## config.mk

```make
export PLATFORM = sky130hd
export DESIGN_NAME = ws2812_rx_flat
export DESIGN_NICKNAME = d
export VERILOG_FILES = /design/src/rtl/ws2812_pkg.sv /design/src/rtl/ws2812_rx_if.sv /design/src/rtl/ws2812_sync_edge.sv /design/src/rtl/ws2812_rx.sv /design/src/flat_wrapper.sv
export SDC_FILE = /design/constraint.sdc
export NUM_CORES = 1
export LEC_CHECK = 0
export CAP_MARGIN = 15
export CORE_MARGIN = 3
export CORE_UTILIZATION = 55
export DETAILED_ROUTE_END_ITERATION = 7
export GPL_TIMING_DRIVEN = 0
export PLACE_DENSITY = 0.79
export SYNTH_ARGS = -nofsm -noshare
export SYNTH_HDL_FRONTEND = slang
export SYNTH_HIERARCHICAL = 1
export SYNTH_SLANG_ARGS = --single-unit
```

## constraint.sdc

```tcl
create_clock -name clock -period 6.2 [get_ports clock]
set_input_delay 0.62 -clock clock [delete_from_list [all_inputs] [get_ports clock]]
set_output_delay 0.62 -clock clock [all_outputs]
set_load 0.005 [all_outputs]
```

## src/rtl/ws2812_pkg.sv

```systemverilog
// Shared WS2812 definitions: timing derivation, color byte placement and
// receiver state encoding, used by both the transmitter and the receiver.
package ws2812_pkg;

    // Byte positions inside the 32-bit color word; [31:24] is always zero.
    localparam int COLOR_G_LSB = 0;
    localparam int COLOR_R_LSB = 8;
    localparam int COLOR_B_LSB = 16;

    localparam logic [1:0] ST_WAIT_GAP = 2'd0;
    localparam logic [1:0] ST_IDLE     = 2'd1;
    localparam logic [1:0] ST_HIGH     = 2'd2;
    localparam logic [1:0] ST_LOW      = 2'd3;

    function automatic int cycle_count(input int clock_frq);
        return clock_frq / 800_000;
    endfunction

    function automatic int bit_thresh(input int cycles);
        return cycles / 2;
    endfunction

    function automatic int high_max(input int cycles);
        return 2 * cycles;
    endfunction

    function automatic int gap_count(input int clock_frq, input int gap_us);
        return gap_us * (clock_frq / 1_000_000);
    endfunction

    function automatic logic [31:0] grb_to_color(input logic [23:0] grb);
        logic [31:0] color;
        color = 32'h0000_0000;
        color[COLOR_G_LSB +: 8] = grb[23:16];
        color[COLOR_R_LSB +: 8] = grb[15:8];
        color[COLOR_B_LSB +: 8] = grb[7:0];
        return color;
    endfunction

endpackage

```

## src/rtl/ws2812_rx_if.sv

```systemverilog
// Decoded-output bundle of the WS2812 receiver; master is the decoder,
// slave is whatever consumes the decoded words and frame events.
interface ws2812_rx_if #(
    parameter int ADDR_W = 3
) ();

    logic [31:0]       color_rgb;
    logic              color_valid;
    logic [ADDR_W-1:0] current_ledN;
    logic              frame_done;
    logic [ADDR_W-1:0] led_count;
    logic              overflow;
    logic              bit_error;

    modport master (
        output color_rgb,
        output color_valid,
        output current_ledN,
        output frame_done,
        output led_count,
        output overflow,
        output bit_error
    );

    modport slave (
        input color_rgb,
        input color_valid,
        input current_ledN,
        input frame_done,
        input led_count,
        input overflow,
        input bit_error
    );

endinterface

```

## src/rtl/ws2812_sync_edge.sv

```systemverilog
// Two-flop synchronizer for the asynchronous WS2812 line plus a registered
// level and rise/fall pulses that stay aligned with that level.
module ws2812_sync_edge (
    input  logic clock,
    input  logic reset,
    input  logic din,
    output logic level,
    output logic rise,
    output logic fall
);

    logic [1:0] sync_r;
    logic       level_r;
    logic       rise_r;
    logic       fall_r;

    // Synchronizer chain, edge detect against the previous synchronized level.
    always_ff @(posedge clock or negedge reset) begin
        if (!reset) begin
            sync_r  <= 2'b00;
            level_r <= 1'b0;
            rise_r  <= 1'b0;
            fall_r  <= 1'b0;
        end else begin
            sync_r  <= {sync_r[0], din};
            level_r <= sync_r[1];
            rise_r  <= sync_r[1] & ~level_r;
            fall_r  <= ~sync_r[1] & level_r;
        end
    end

    assign level = level_r;
    assign rise  = rise_r;
    assign fall  = fall_r;

endmodule

```

## src/rtl/ws2812_rx.sv

```systemverilog
// WS2812 receive decoder: classifies bits by high-pulse width, assembles
// 24-bit GRB words per LED and reports frame end, overflow and protocol errors.
module ws2812_rx
    import ws2812_pkg::*;
#(
    parameter int LEDS_NUM     = 7,
    parameter int CLOCK_FRQ    = 50_000_000,
    parameter int RESET_GAP_US = 50
) (
    input  logic        clock,
    input  logic        reset,
    input  logic        ws_data_in,
    ws2812_rx_if.master rx
);

    localparam int CLOCK_CYCLE_COUNT = cycle_count(CLOCK_FRQ);
    localparam int BIT_THRESH        = bit_thresh(CLOCK_CYCLE_COUNT);
    localparam int HIGH_MAX          = high_max(CLOCK_CYCLE_COUNT);
    localparam int RESET_GAP_COUNT   = gap_count(CLOCK_FRQ, RESET_GAP_US);
    localparam int CNT_WIDTH         = $clog2(RESET_GAP_COUNT + 1);
    localparam int LED_ADDR_WIDTH    = $clog2(LEDS_NUM + 1);

    localparam logic [CNT_WIDTH-1:0]      CNT_ONE   = CNT_WIDTH'(1);
    localparam logic [CNT_WIDTH-1:0]      CNT_SAT   = CNT_WIDTH'(RESET_GAP_COUNT);
    localparam logic [CNT_WIDTH-1:0]      GAP_LAST  = CNT_WIDTH'(RESET_GAP_COUNT - 1);
    localparam logic [CNT_WIDTH-1:0]      HIGH_LAST = CNT_WIDTH'(HIGH_MAX - 1);
    localparam logic [CNT_WIDTH-1:0]      THRESH    = CNT_WIDTH'(BIT_THRESH);
    localparam logic [LED_ADDR_WIDTH-1:0] LED_LIMIT = LED_ADDR_WIDTH'(LEDS_NUM);
    localparam logic [LED_ADDR_WIDTH-1:0] LED_ONE   = LED_ADDR_WIDTH'(1);

    logic line_s;
    logic rise_s;
    logic fall_s;
    logic bit_s;
    logic [23:0] word_s;

    logic [1:0]                state_r;
    logic [CNT_WIDTH-1:0]      cnt_r;
    logic [22:0]               shift_r;
    logic [4:0]                bit_cnt_r;
    logic [LED_ADDR_WIDTH-1:0] led_cnt_r;
    logic [31:0]               color_rgb_r;
    logic                      color_valid_r;
    logic [LED_ADDR_WIDTH-1:0] current_led_r;
    logic                      frame_done_r;
    logic [LED_ADDR_WIDTH-1:0] led_count_r;
    logic                      overflow_r;
    logic                      bit_error_r;

    ws2812_sync_edge u_sync_edge (
        .clock (clock),
        .reset (reset),
        .din   (ws_data_in),
        .level (line_s),
        .rise  (rise_s),
        .fall  (fall_s)
    );

    // At a fall cnt_r holds the number of high cycles just ended.
    assign bit_s  = (cnt_r >= THRESH);
    assign word_s = {shift_r, bit_s};

    // Width counter: the edge cycle is the first cycle of the new level; saturates at the gap length.
    always_ff @(posedge clock or negedge reset) begin
        if (!reset) begin
            cnt_r <= {CNT_WIDTH{1'b0}};
        end else if (rise_s || fall_s) begin
            cnt_r <= CNT_ONE;
        end else if (cnt_r != CNT_SAT) begin
            cnt_r <= cnt_r + CNT_ONE;
        end
    end

    // Frame/bit state machine with registered outputs and single-cycle strobes.
    always_ff @(posedge clock or negedge reset) begin
        if (!reset) begin
            state_r       <= ST_WAIT_GAP;
            shift_r       <= 23'h0;
            bit_cnt_r     <= 5'd0;
            led_cnt_r     <= {LED_ADDR_WIDTH{1'b0}};
            color_rgb_r   <= 32'h0000_0000;
            color_valid_r <= 1'b0;
            current_led_r <= {LED_ADDR_WIDTH{1'b0}};
            frame_done_r  <= 1'b0;
            led_count_r   <= {LED_ADDR_WIDTH{1'b0}};
            overflow_r    <= 1'b0;
            bit_error_r   <= 1'b0;
        end else begin
            color_valid_r <= 1'b0;
            frame_done_r  <= 1'b0;
            overflow_r    <= 1'b0;
            bit_error_r   <= 1'b0;
            case (state_r)
                ST_WAIT_GAP: begin
                    if (!line_s && (cnt_r >= GAP_LAST)) begin
                        state_r   <= ST_IDLE;
                        shift_r   <= 23'h0;
                        bit_cnt_r <= 5'd0;
                        led_cnt_r <= {LED_ADDR_WIDTH{1'b0}};
                    end
                end
                ST_IDLE: begin
                    if (rise_s) begin
                        state_r <= ST_HIGH;
                    end
                end
                ST_HIGH: begin
                    if (fall_s) begin
                        shift_r <= word_s[22:0];
                        state_r <= ST_LOW;
                        if (bit_cnt_r == 5'd23) begin
                            bit_cnt_r <= 5'd0;
                            if (led_cnt_r < LED_LIMIT) begin
                                color_valid_r <= 1'b1;
                                color_rgb_r   <= grb_to_color(word_s);
                                current_led_r <= led_cnt_r;
                                led_cnt_r     <= led_cnt_r + LED_ONE;
                            end else begin
                                overflow_r <= 1'b1;
                            end
                        end else begin
                            bit_cnt_r <= bit_cnt_r + 5'd1;
                        end
                    end else if (cnt_r >= HIGH_LAST) begin
                        // Stuck-high line: drop the frame and resynchronise on a full gap.
                        bit_error_r <= 1'b1;
                        shift_r     <= 23'h0;
                        bit_cnt_r   <= 5'd0;
                        led_cnt_r   <= {LED_ADDR_WIDTH{1'b0}};
                        state_r     <= ST_WAIT_GAP;
                    end
                end
                ST_LOW: begin
                    if (rise_s) begin
                        state_r <= ST_HIGH;
                    end else if (cnt_r >= GAP_LAST) begin
                        frame_done_r <= 1'b1;
                        led_count_r  <= led_cnt_r;
                        bit_error_r  <= (bit_cnt_r != 5'd0);
                        shift_r      <= 23'h0;
                        bit_cnt_r    <= 5'd0;
                        led_cnt_r    <= {LED_ADDR_WIDTH{1'b0}};
                        state_r      <= ST_IDLE;
                    end
                end
                default: begin
                    state_r <= ST_WAIT_GAP;
                end
            endcase
        end
    end

    assign rx.color_rgb    = color_rgb_r;
    assign rx.color_valid  = color_valid_r;
    assign rx.current_ledN = current_led_r;
    assign rx.frame_done   = frame_done_r;
    assign rx.led_count    = led_count_r;
    assign rx.overflow     = overflow_r;
    assign rx.bit_error    = bit_error_r;

endmodule
```

## src/flat_wrapper.sv

```systemverilog
// flat-port wrapper written by rule: the top's interface ports become plain ports
module ws2812_rx_flat import ws2812_pkg::*;
#(
    parameter int LEDS_NUM     = 7,
    parameter int CLOCK_FRQ    = 50_000_000,
    parameter int RESET_GAP_US = 50
)
  (clock, reset, ws_data_in, rx_color_rgb, rx_color_valid, rx_current_ledN, rx_frame_done, rx_led_count, rx_overflow, rx_bit_error);
  ws2812_rx_if rx_i ();
  input  logic clock;
  input  logic reset;
  input  logic ws_data_in;
  output wire logic [$bits(rx_i.color_rgb)-1:0] rx_color_rgb;
  output wire logic [$bits(rx_i.color_valid)-1:0] rx_color_valid;
  output wire logic [$bits(rx_i.current_ledN)-1:0] rx_current_ledN;
  output wire logic [$bits(rx_i.frame_done)-1:0] rx_frame_done;
  output wire logic [$bits(rx_i.led_count)-1:0] rx_led_count;
  output wire logic [$bits(rx_i.overflow)-1:0] rx_overflow;
  output wire logic [$bits(rx_i.bit_error)-1:0] rx_bit_error;
  assign rx_color_rgb = rx_i.color_rgb;
  assign rx_color_valid = rx_i.color_valid;
  assign rx_current_ledN = rx_i.current_ledN;
  assign rx_frame_done = rx_i.frame_done;
  assign rx_led_count = rx_i.led_count;
  assign rx_overflow = rx_i.overflow;
  assign rx_bit_error = rx_i.bit_error;
  ws2812_rx #(.LEDS_NUM(LEDS_NUM), .CLOCK_FRQ(CLOCK_FRQ), .RESET_GAP_US(RESET_GAP_US)) u_core (.clock(clock), .reset(reset), .ws_data_in(ws_data_in), .rx(rx_i));
endmodule
```

==> run summary, run 1 <==
largest fanout on the critical path = 10
startpoint types = register
routed wire length = 6520 um
I/O pin count = 45
Post-Layout Cell Count = 422
max-slew violation count = 0
total core area = 6420 um2
Post-DRT Antenna Nets = 0
port buffer count = 36
Setup CP Type = reg2reg
largest net degree at the start of global routing = 53
Syn Area/Cell = 12.9 um2
reg2reg setup slack = 3890 ps
final period utilization = 0.373
final-report setup violation count = 0
post_cts resized = 0
RSZ-0062 raised after global routing = no
Final Skew = 7.79 ps
Max VDD drop = 0.184 mV
Cell Area, Synth = 3670 um2
layout cells sized above 1 = 0.287
initial antenna violation count = 0
Seq cells post-synth = 84
antenna cells = 0
via count = 2,364
Cells after Synth = 285
Area growth, synth to finish = 19.3%
die footprint = 7690 um2
crit path launch = u_core/bit_cnt_r[0]
Pre-antenna DRT Iters = 6
crit end category = register
f_max = 432 MHz
DRC = 0
RR Startpoint = u_core/bit_cnt_r[0]
leakage power = 2.07 nW
CTS buffer count = 9
Inst Count DP = 406
setup bufs post-CTS = 0
Yosys warnings = 6
Detailed Route Iter0 Violations = 52
# H-tree levels = 3
Initial Utilization = 0.572
Final Critical Period = 2310 ps
GPL Wtd Cong = 0.794
Die H = 87.7 um
Post-synth EDFFs = 0
Setup TNS Final = 0 ps
die width = 87.7 um
wire length per cell = 15.5 um
final hold viol count = 0
Critical Path AT = 2550 ps
Distinct cells, synth = 56
worst skew pair latency = 350 ps
CTS Sinks = 84
Max Cap Violations = 0
sequential share of the synthesized area = 0.572
CTS tree = done
result of the run = finished clean
root buffer cell = clkbuf_8
Row Count = 29
Slew Limit Headroom = 0.496
Top FF cell, synth = dfrtp_1
Power Density = 228 nW/um2
Async S/R FF share, synth = 1.00
clk slew on worst S/H paths = 90 ps
post-detail-place hpwl = 4480 um
GR Overflow Total = 0
fin nets = 349
Total GRT Usage = 0.185
drt via density = 5.60
Max clock buf depth = 2
vias in the first global route = 2,234
worst-margin pin slew = 751 ps
hold-fix buffers at CTS = 0
first-pass GRT wire length = 10,800 um
Hold Crit Class = in2async
WP data required = 6440 ps
## critical path, stage by stage (launching register included)
cell	delay, ps
dfrtp_1	410
ha_1	250
and4b_1	210
clkbuf_1	190
and2_1	230
nand2_2	230
buf_2	320
mux2_2	370
## cells in the final DEF, fill, tap and decap left out, types with 2 or more instances in the layout
| cell type | n |
|---|---|
| a22o_1 | 3 |
| clkbuf_8 | 9 |
| nand4_1 | 3 |
| a21oi_1 | 7 |
| conb_1 | 8 |
| nor3b_1 | 2 |
| buf_12 | 2 |
| a31oi_1 | 3 |
| inv_1 | 8 |
| inv_6 | 3 |
| ha_1 | 6 |
| o21ai_0 | 9 |
| clkinvlp_4 | 2 |
| nor2_1 | 12 |
| clkbuf_1 | 5 |
| nor3_1 | 5 |
| dfrtp_1 | 84 |
| o211a_1 | 2 |
| mux2_2 | 30 |
| nand2_1 | 15 |
| clkdlybuf4s50_1 | 35 |
| nor4_1 | 3 |
| xnor2_1 | 4 |
| nand3_1 | 7 |
| buf_4 | 10 |
| a22o_2 | 20 |
| or2_2 | 2 |
| a221oi_1 | 2 |
| or3_1 | 6 |
| buf_2 | 6 |
## sequential cells by signal, indices dropped and copies added, names as in the netlist, 2 cells and up
signal,count
u_core/cnt_r,12
u_core/u_sync_edge/sync_r,2
u_core/rx.current_ledN,3
u_core/bit_cnt_r,5
u_core/rx.led_count,3
u_core/led_cnt_r,3
u_core/state_r,2
u_core/rx.color_rgb,24
u_core/shift_r,23
## synthesized netlist by cell type (2+ instances only)
| master | number | area (um2) |
|---|---|---|
| nand3_1 | 7 | 35.0 |
| or3_1 | 6 | 37.5 |
| a22o_2 | 20 | 200 |
| clkbuf_1 | 4 | 15.0 |
| dfrtp_1 | 84 | 2100 |
| mux2_2 | 30 | 338 |
| ha_1 | 6 | 75.1 |
| a221oi_1 | 2 | 17.5 |
| a31oi_1 | 3 | 18.8 |
| nand4_1 | 3 | 18.8 |
| nor4_1 | 3 | 18.8 |
| nand2_1 | 15 | 56.3 |
| nor3b_1 | 2 | 15.0 |
| buf_12 | 2 | 40.0 |
| or2_2 | 2 | 12.5 |
| o211a_1 | 2 | 20.0 |
| inv_1 | 8 | 30.0 |
| o21ai_0 | 9 | 45.0 |
| buf_2 | 6 | 30.0 |
| xnor2_1 | 4 | 35.0 |
| buf_4 | 9 | 67.6 |
| a22o_1 | 3 | 26.3 |
| a21oi_1 | 7 | 35.0 |
| nor2_1 | 12 | 45.0 |
| nor3_1 | 5 | 25.0 |
## per-layer routing
| layer | vias up | routed length [um] | part of all wire | global-route usage |
|---|---|---|---|---|
| met5 | - | 0 | 0 | 0 |
| met4 | 0 | 116 | 0.018 | 0.0879 |
| met3 | 7 | 204 | 0.031 | 0.0357 |
| met2 | 42 | 3170 | 0.49 | 0.286 |
| met1 | 1179 | 3030 | 0.47 | 0.252 |
| li1 | 1136 | - | - | - |
## area by class of cell
cell class	instances	area (um2)
clock buffer	10	128
tap	77	96.3
clock inverter	6	71.3
sequential	84	2100
multi-input combinational	177	1400
buffer	23	168
timing repair buffer	37	385
inverter	8	30.0
fill	449	2040
## report_power, final
| group | leakage [nW] | internal (mW) | switching [mW] |
|---|---|---|---|
| Combinational | 0.817 | 0.0177 | 0.0327 |
| Sequential | 1.16 | 0.553 | 0.00436 |
| Clock | 0.0939 | 0.191 | 0.200 |
| Total | 2.07 | 0.761 | 0.237 |
## final timing paths
| path | endpoint | cells past startpoint |
|---|---|---|
| min reg2reg | u_core/u_sync_edge/sync_r[1] | 0 |
| min | u_core/rx.bit_error | 1 |
| max reg2reg | u_core/rx.color_rgb[14] | 7 |
| max in group asynchronous | u_core/shift_r[22] | 2 |
| min in group clock | u_core/u_sync_edge/sync_r[1] | 0 |
| max | u_core/rx.color_rgb[14] | 7 |
## cell families (layout without fill, tap and decap cells)
family | Yosys count | in the layout | share of synthesized area
AOI/OAI and AO/OA | 59 | 59 | 0.138
xor gates and xnor gates | 5 | 5 | 0.0119
adders and majority gates | 6 | 6 | 0.0204
buffers and inverters | 31 | 84 | 0.0538
DFF | 84 | 84 | 0.572
muxes | 31 | 31 | 0.0947
other | 1 | 8 | 0.00102
and+or+nand+nor | 68 | 68 | 0.107
## metrics by stage
stage                     instance area (um2)  worst slack, ps   util  power (mW)  hold WS [ps]
final                                    4380             3890  0.682       0.998           204
after global routing                     4380             3760  0.682        1.04           231
after CTS                                4380             3900  0.682        1.01           211
after detailed placement                 4180             3930  0.651       0.620           338
after global placement                   4160             1590  0.647       0.616           333
after floorplan                          3700             4230      -       0.599           324
(Power assumes the default switching activity.)
==> run 2, diff against run 1 <==
==> constraint.sdc (replaced) <==
create_clock -name clock -period 2.35 [get_ports clock]
set_input_delay 0.235 -clock clock [delete_from_list [all_inputs] [get_ports clock]]
set_output_delay 0.235 -clock clock [all_outputs]
set_load 0.005 [all_outputs]
==> run 2 against run 1 <==
Compared with the run above: clock skew shrank 0.74 ps; sequential power grew to 2.6 times the previous value; setup slack lost 3700 ps; register-to-register slack lost 3700 ps; clock power grew to 2.6 times the previous value; flip-flop and latch count is the same; via count is essentially flat.
==> run summary, run 2 (synthesis gave the netlist of run 1 again) <==
CTS tree = done
Critical Path AT = 2450 ps (-100 ps)
Post-DRT Antenna Nets = 0 (unchanged)
startpoint types = register
CP Cell Sequence = ha_1 -> and4b_1 -> clkbuf_1 -> and2_1 -> nand2_4 -> clkbuf_4 -> mux2_2
CTS Sinks = 84 (unchanged)
result of the run = finished clean
post-detail-place hpwl = 4480 um (unchanged)
routed wire length = 6560 um (+0.60%)
GPL Wtd Cong = 0.794 (unchanged)
final-report setup violation count = 0 (unchanged)
Total GRT Usage = 0.185 (unchanged)
crit end category = register
Setup CP Type = reg2reg
max reg flops = 24 (unchanged)
Slew Limit Headroom = 0.480 (-0.0158)
Area growth, synth to finish = 19.8%
fin nets = 350 (+0.29%)
Row Count = 29 (unchanged)
total core area = 6420 um2 (unchanged)
initial antenna violation count = 0 (unchanged)
Inst Count DP = 406 (unchanged)
layout cells sized above 1 = 0.286 (-0.000829)
Final Critical Period = 2210 ps (-102 ps)
root buffer cell = clkbuf_8
antenna cells = 0 (unchanged)
Min Hold Slack = 320 ps (+116 ps)
critical path's slowest cell = dfrtp_1
Initial Utilization = 0.572 (unchanged)
Pre-antenna DRT Iters = 6 (unchanged)
pre-CTS setup slack = 79.7 ps (-3850 ps)
Final Skew = 7.04 ps (-0.744 ps)
Power Density = 599 nW/um2 (+160%)
Hold Crit Class = in2reg
largest fanout on the critical path = 10 (unchanged)
drt via density = 5.58 (-0.32%)
area occupied by multi-input gates = 1400 um2 (+0.36%)
Max Cap Violations = 0 (unchanged)
f_max = 453 MHz (+4.6%)
RSZ-0062 raised after global routing = no
die footprint = 7690 um2 (unchanged)
most common cell after layout, fill and taps aside = dfrtp_1
final period utilization = 0.940 (+0.567)
most frequent cells in the layout = dfrtp_1, clkdlybuf4s50_1, mux2_2
port buffer count = 36 (unchanged)
Die H = 87.7 um (unchanged)
clk slew on worst S/H paths = 90 ps (about the same)
CTS buffer count = 9 (unchanged)
DRC = 0 (unchanged)
Detailed Route Iter0 Violations = 84 (+62%)
via count = 2,362 (-0.085%)
I/O pin count = 45 (unchanged)
leakage power = 2.08 nW (+0.46%)
Post-Layout Cell Count = 423 (+0.24%)
register area = 2100 um2 (unchanged)
setup bufs post-CTS = 0 (unchanged)
wire length per cell = 15.5 um (+0.36%)
fill count = 446 (-0.67%)
GR Overflow Total = 0 (unchanged)
die width = 87.7 um (unchanged)
WP data required = 2590 ps (-3850 ps)
vias in the first global route = 2,238 (+0.18%)
largest net degree at the start of global routing = 53 (unchanged)
final hold viol count = 0 (unchanged)
worst-margin pin slew = 774 ps (+23.6 ps)
worst skew pair latency = 350 ps (about the same)
Max clock buf depth = 2 (unchanged)
Largest stage delay, worst path = 390 ps (-20 ps)
max-slew violation count = 0 (unchanged)
first-pass GRT wire length = 10,800 um (unchanged)
PnR worst setup slack = 140 ps (-3750 ps)
Max VDD drop = 0.485 mV (+160%)
# H-tree levels = 3 (unchanged)
[run 2: cell count changes in the layout (fill, tap and decap cells not counted)]
cell / delta
dlygate4sd3_1: +1
nand2_4: +1
buf_2: -2
clkbuf_4: +2
nand2_2: -1
[run 2: worst paths after layout]
check / from / to / slack [ps] / depth (start not counted)
setup / recovery: u_core/bit_cnt_r[1] / u_core/rx.color_rgb[14] / 140 / 7
hold / removal: ws_data_in / u_core/u_sync_edge/sync_r[0] / 320 / 1
setup reg to reg: u_core/bit_cnt_r[1] / u_core/rx.color_rgb[14] / 140 / 7
hold reg to reg: u_core/u_sync_edge/sync_r[0] / u_core/u_sync_edge/sync_r[1] / 350 / 0
max in group asynchronous: reset / u_core/shift_r[22] / 1400 / 3
min in group asynchronous: reset / u_core/rx.frame_done / 360 / 2
[run 2: layer usage]
layer | GRT usage | share of wire
met2 | 0.286 | 0.49
met4 | 0.0879 | 0.018
met1 | 0.252 | 0.46
met3 | 0.0357 | 0.032
met5 | 0 | 0
[run 2: report_power, final]
group / switching (mW) / internal [mW] / total (mW)
clock: 0.526 / 0.503 / 1.03
sequential: 0.0116 / 1.46 / 1.47
combinational: 0.0866 / 0.0478 / 0.134
total: 0.625 / 2.01 / 2.63
[run 2: worst max-delay path: cells and delay by family (launching register included)]
kind | cells | cell delay [ps]
and+or+nand+nor | 3 | 650
buffers and inverters | 2 | 540
DFF | 1 | 390
muxes | 1 | 290
adders and majority gates | 1 | 230
[run 2: timing repair]
| action | in CTS | in global routing |
|---|---|---|
| setup endpoints to repair | 0 | 19 |
| resized for setup | 0 | 3 |
| endpoints found under the hold margin | 32 | 0 |
| hold buffers | 1 | 0 |
[run 2: layout make-up]
class	instances	area share
plain buffers	23	0.0392
clock buffers	10	0.0290
clock inverters	6	0.0162
inverters	8	0.00683
multi-input cells	177	0.319
flip-flops and latches	84	0.478
well taps	77	0.0219
repair buffers	38	0.0899
[run 2: per-stage QoR]
step | cell area (um2) | power, mW | utilization | TNS (ps)
global route | 4400 | 2.74 | 0.685 | 0
global placement | 4160 | 1.63 | 0.647 | -156870
finish | 4400 | 2.63 | 0.685 | 0
detailed placement | 4180 | 1.64 | 0.651 | 0
floorplan | 3700 | 1.58 | - | 0
CTS | 4390 | 2.66 | 0.683 | 0
==> run 3, diff against run 2 <==
--- a/config.mk
+++ b/config.mk
@@ -11,6 +11,8 @@
 export DETAILED_ROUTE_END_ITERATION = 7
 export GPL_TIMING_DRIVEN = 0
 export PLACE_DENSITY = 0.79
+export RECOVER_POWER = 25
+export SLEW_MARGIN = 20
 export SYNTH_ARGS = -nofsm -noshare
 export SYNTH_HDL_FRONTEND = slang
 export SYNTH_HIERARCHICAL = 1
==> run 3 against run 2 <==
Compared with the run above: sequential share of layout area is 0.25 points higher; global-route usage stayed put; worst hold slack better by 34 ps; critical path type unchanged; largest cell class unchanged.
==> run summary, run 3 (synthesis gave the netlist of run 1 again) <==
Top Metal Used = met4
root buffer cell = clkbuf_8
first-pass GRT wire length = 10,800 um (unchanged)
GPL Wtd Cong = 0.794 (unchanged)
Final Skew = 6.93 ps (-0.116 ps)
die width = 87.7 um (unchanged)
max-slew violation count = 0 (unchanged)
Detailed Route Iter0 Violations = 84 (unchanged)
startpoint types = register
die footprint = 7690 um2 (unchanged)
DRC = 0 (unchanged)
Hold Crit Class = reg2reg
PnR worst setup slack = 139 ps (-1.43 ps)
pre-CTS setup slack = 79.7 ps (unchanged)
f_max = 452 MHz (about the same)
final-report setup violation count = 0 (unchanged)
Setup CP Type = reg2reg
Final Critical Period = 2210 ps (+1.43 ps)
worst r2r dst = u_core/rx.color_rgb[14]
sink of the worst hold path = u_core/u_sync_edge/sync_r[1]
GR Overflow Total = 0 (unchanged)
Power Density = 601 nW/um2 (+0.31%)
I/O pin count = 45 (unchanged)
wire length per cell = 15.5 um (about the same)
worst skew pair latency = 350 ps (about the same)
total power = 2.63 mW (-0.21%)
CTS Sinks = 84 (unchanged)
WP data required = 2590 ps (about the same)
Area growth, synth to finish = 19.2%
most common cell after layout, fill and taps aside = dfrtp_1
R2R depth = 7 (unchanged)
Post-DRT Antenna Nets = 0 (unchanged)
crit end category = register
met3 wire len = 216 um (+1.9%)
largest fanout on the critical path = 10 (unchanged)
post-detail-place hpwl = 4480 um (unchanged)
vias in the first global route = 2,238 (unchanged)
layout cells sized above 1 = 0.286 (unchanged)
initial antenna violation count = 0 (unchanged)
final hold viol count = 0 (unchanged)
Max clock buf depth = 2 (unchanged)
met2 wire length = 3200 um (about the same)
worst-margin pin slew = 774 ps (unchanged)
Max Cap Violations = 0 (unchanged)
Finished Core Util = 0.681 (-0.00351)
total core area = 6420 um2 (unchanged)
max reg flops = 24 (unchanged)
# H-tree levels = 3 (unchanged)
Die H = 87.7 um (unchanged)
Pre-antenna DRT Iters = 4 (-2)
RR Startpoint = u_core/bit_cnt_r[1]
fin nets = 350 (unchanged)
most frequent cells in the layout = dfrtp_1, clkdlybuf4s50_1, mux2_2
WHS Path Cells = 0 (-1)
fill count = 449 (+0.67%)
CTS tree = done
final period utilization = 0.941 (about the same)
via count = 2,365 (+0.13%)
Critical Path AT = 2450 ps (about the same)
largest net degree at the start of global routing = 53 (unchanged)
M1 WL = 3030 um (-0.13%)
port buffer count = 36 (unchanged)
leakage power = 2.07 nW (-0.41%)
Total GRT Usage = 0.185 (unchanged)
CTS buffer count = 9 (unchanged)
result of the run = finished clean
drt via density = 5.59 (+0.13%)
Max VDD drop = 0.485 mV (about the same)
Largest stage delay, worst path = 390 ps (about the same)
critical path's slowest cell = dfrtp_1
reg2reg setup slack = 140 ps (about the same)
Initial Utilization = 0.572 (unchanged)
clk slew on worst S/H paths = 90 ps (about the same)
routed wire length = 6560 um (about the same)
Row Count = 29 (unchanged)
min-delay src = u_core/u_sync_edge/sync_r[0]
CP Cell Sequence = ha_1 -> and4b_1 -> clkbuf_1 -> and2_1 -> nand2_4 -> clkbuf_4 -> mux2_2
antenna cells = 0 (unchanged)
RSZ-0062 raised after global routing = no
setup bufs post-CTS = 0 (unchanged)
Slew Limit Headroom = 0.480 (unchanged)
==> run 3: through the flow <==
step	instance area [um2]	instances	hold WS [ps]	TNS, ps
after detailed placement	4180	406	203	0
after global routing	4380	423	371	0
after global placement	4160	405	333	-156870
final	4380	423	355	0
after floorplan	3700	292	-60.6	0
after CTS	4390	423	309	0
==> run 3: area by class of cell <==
cell class	count	area [um2]	area share
Sequential cell	84	2100	0.480
Multi-Input combinational cell	177	1400	0.321
Clock inverter	6	71.3	0.0163
Clock buffer	10	128	0.0292
Timing Repair Buffer	38	373	0.0852
Buffer	23	173	0.0395
Inverter	8	30.0	0.00686
Tap cell	77	96.3	0.0220
==> run 3: worst max-delay path: cells and delay by family (launching register included) <==
family | cells | cell delay (ps)
and+or+nand+nor | 3 | 650
adders and majority gates | 1 | 230
muxes | 1 | 290
DFF | 1 | 390
buffers and inverters | 2 | 540
==> run 3: how the worst max path moves through the flow <==
stage	start	end	slack [ps]	depth (start not counted)
finish	u_core/bit_cnt_r[1]	u_core/rx.color_rgb[14]	140	7
global route	u_core/bit_cnt_r[0]	u_core/rx.color_rgb[12]	10	7
CTS	u_core/bit_cnt_r[0]	u_core/rx.color_rgb[14]	50	7
detailed placement	u_core/bit_cnt_r[0]	u_core/rx.color_rgb[14]	80	7
global placement	reset	u_core/rx.color_rgb[1]	-1870	1
floorplan	u_core/bit_cnt_r[0]	u_core/rx.color_rgb[10]	380	7
==> run 3: power by group <==
| group | switching [mW] | internal [mW] |
|---|---|---|
| combinational | 0.0858 | 0.0430 |
| clock | 0.526 | 0.503 |
| sequential | 0.0116 | 1.46 |
| total | 0.624 | 2.01 |
==> run 3: repair_timing <==
item,CTS,global route
setup endpoints to repair,0,19
hold endpoints to repair,32,0
hold buffers,1,0
gates resized for setup,0,3
==> run 3: routing by layer <==
metal	track usage	vias up
met5	0	-
met3	0.0357	7
li1	-	1142
met2	0.286	45
met4	0.0879	0
met1	0.252	1171
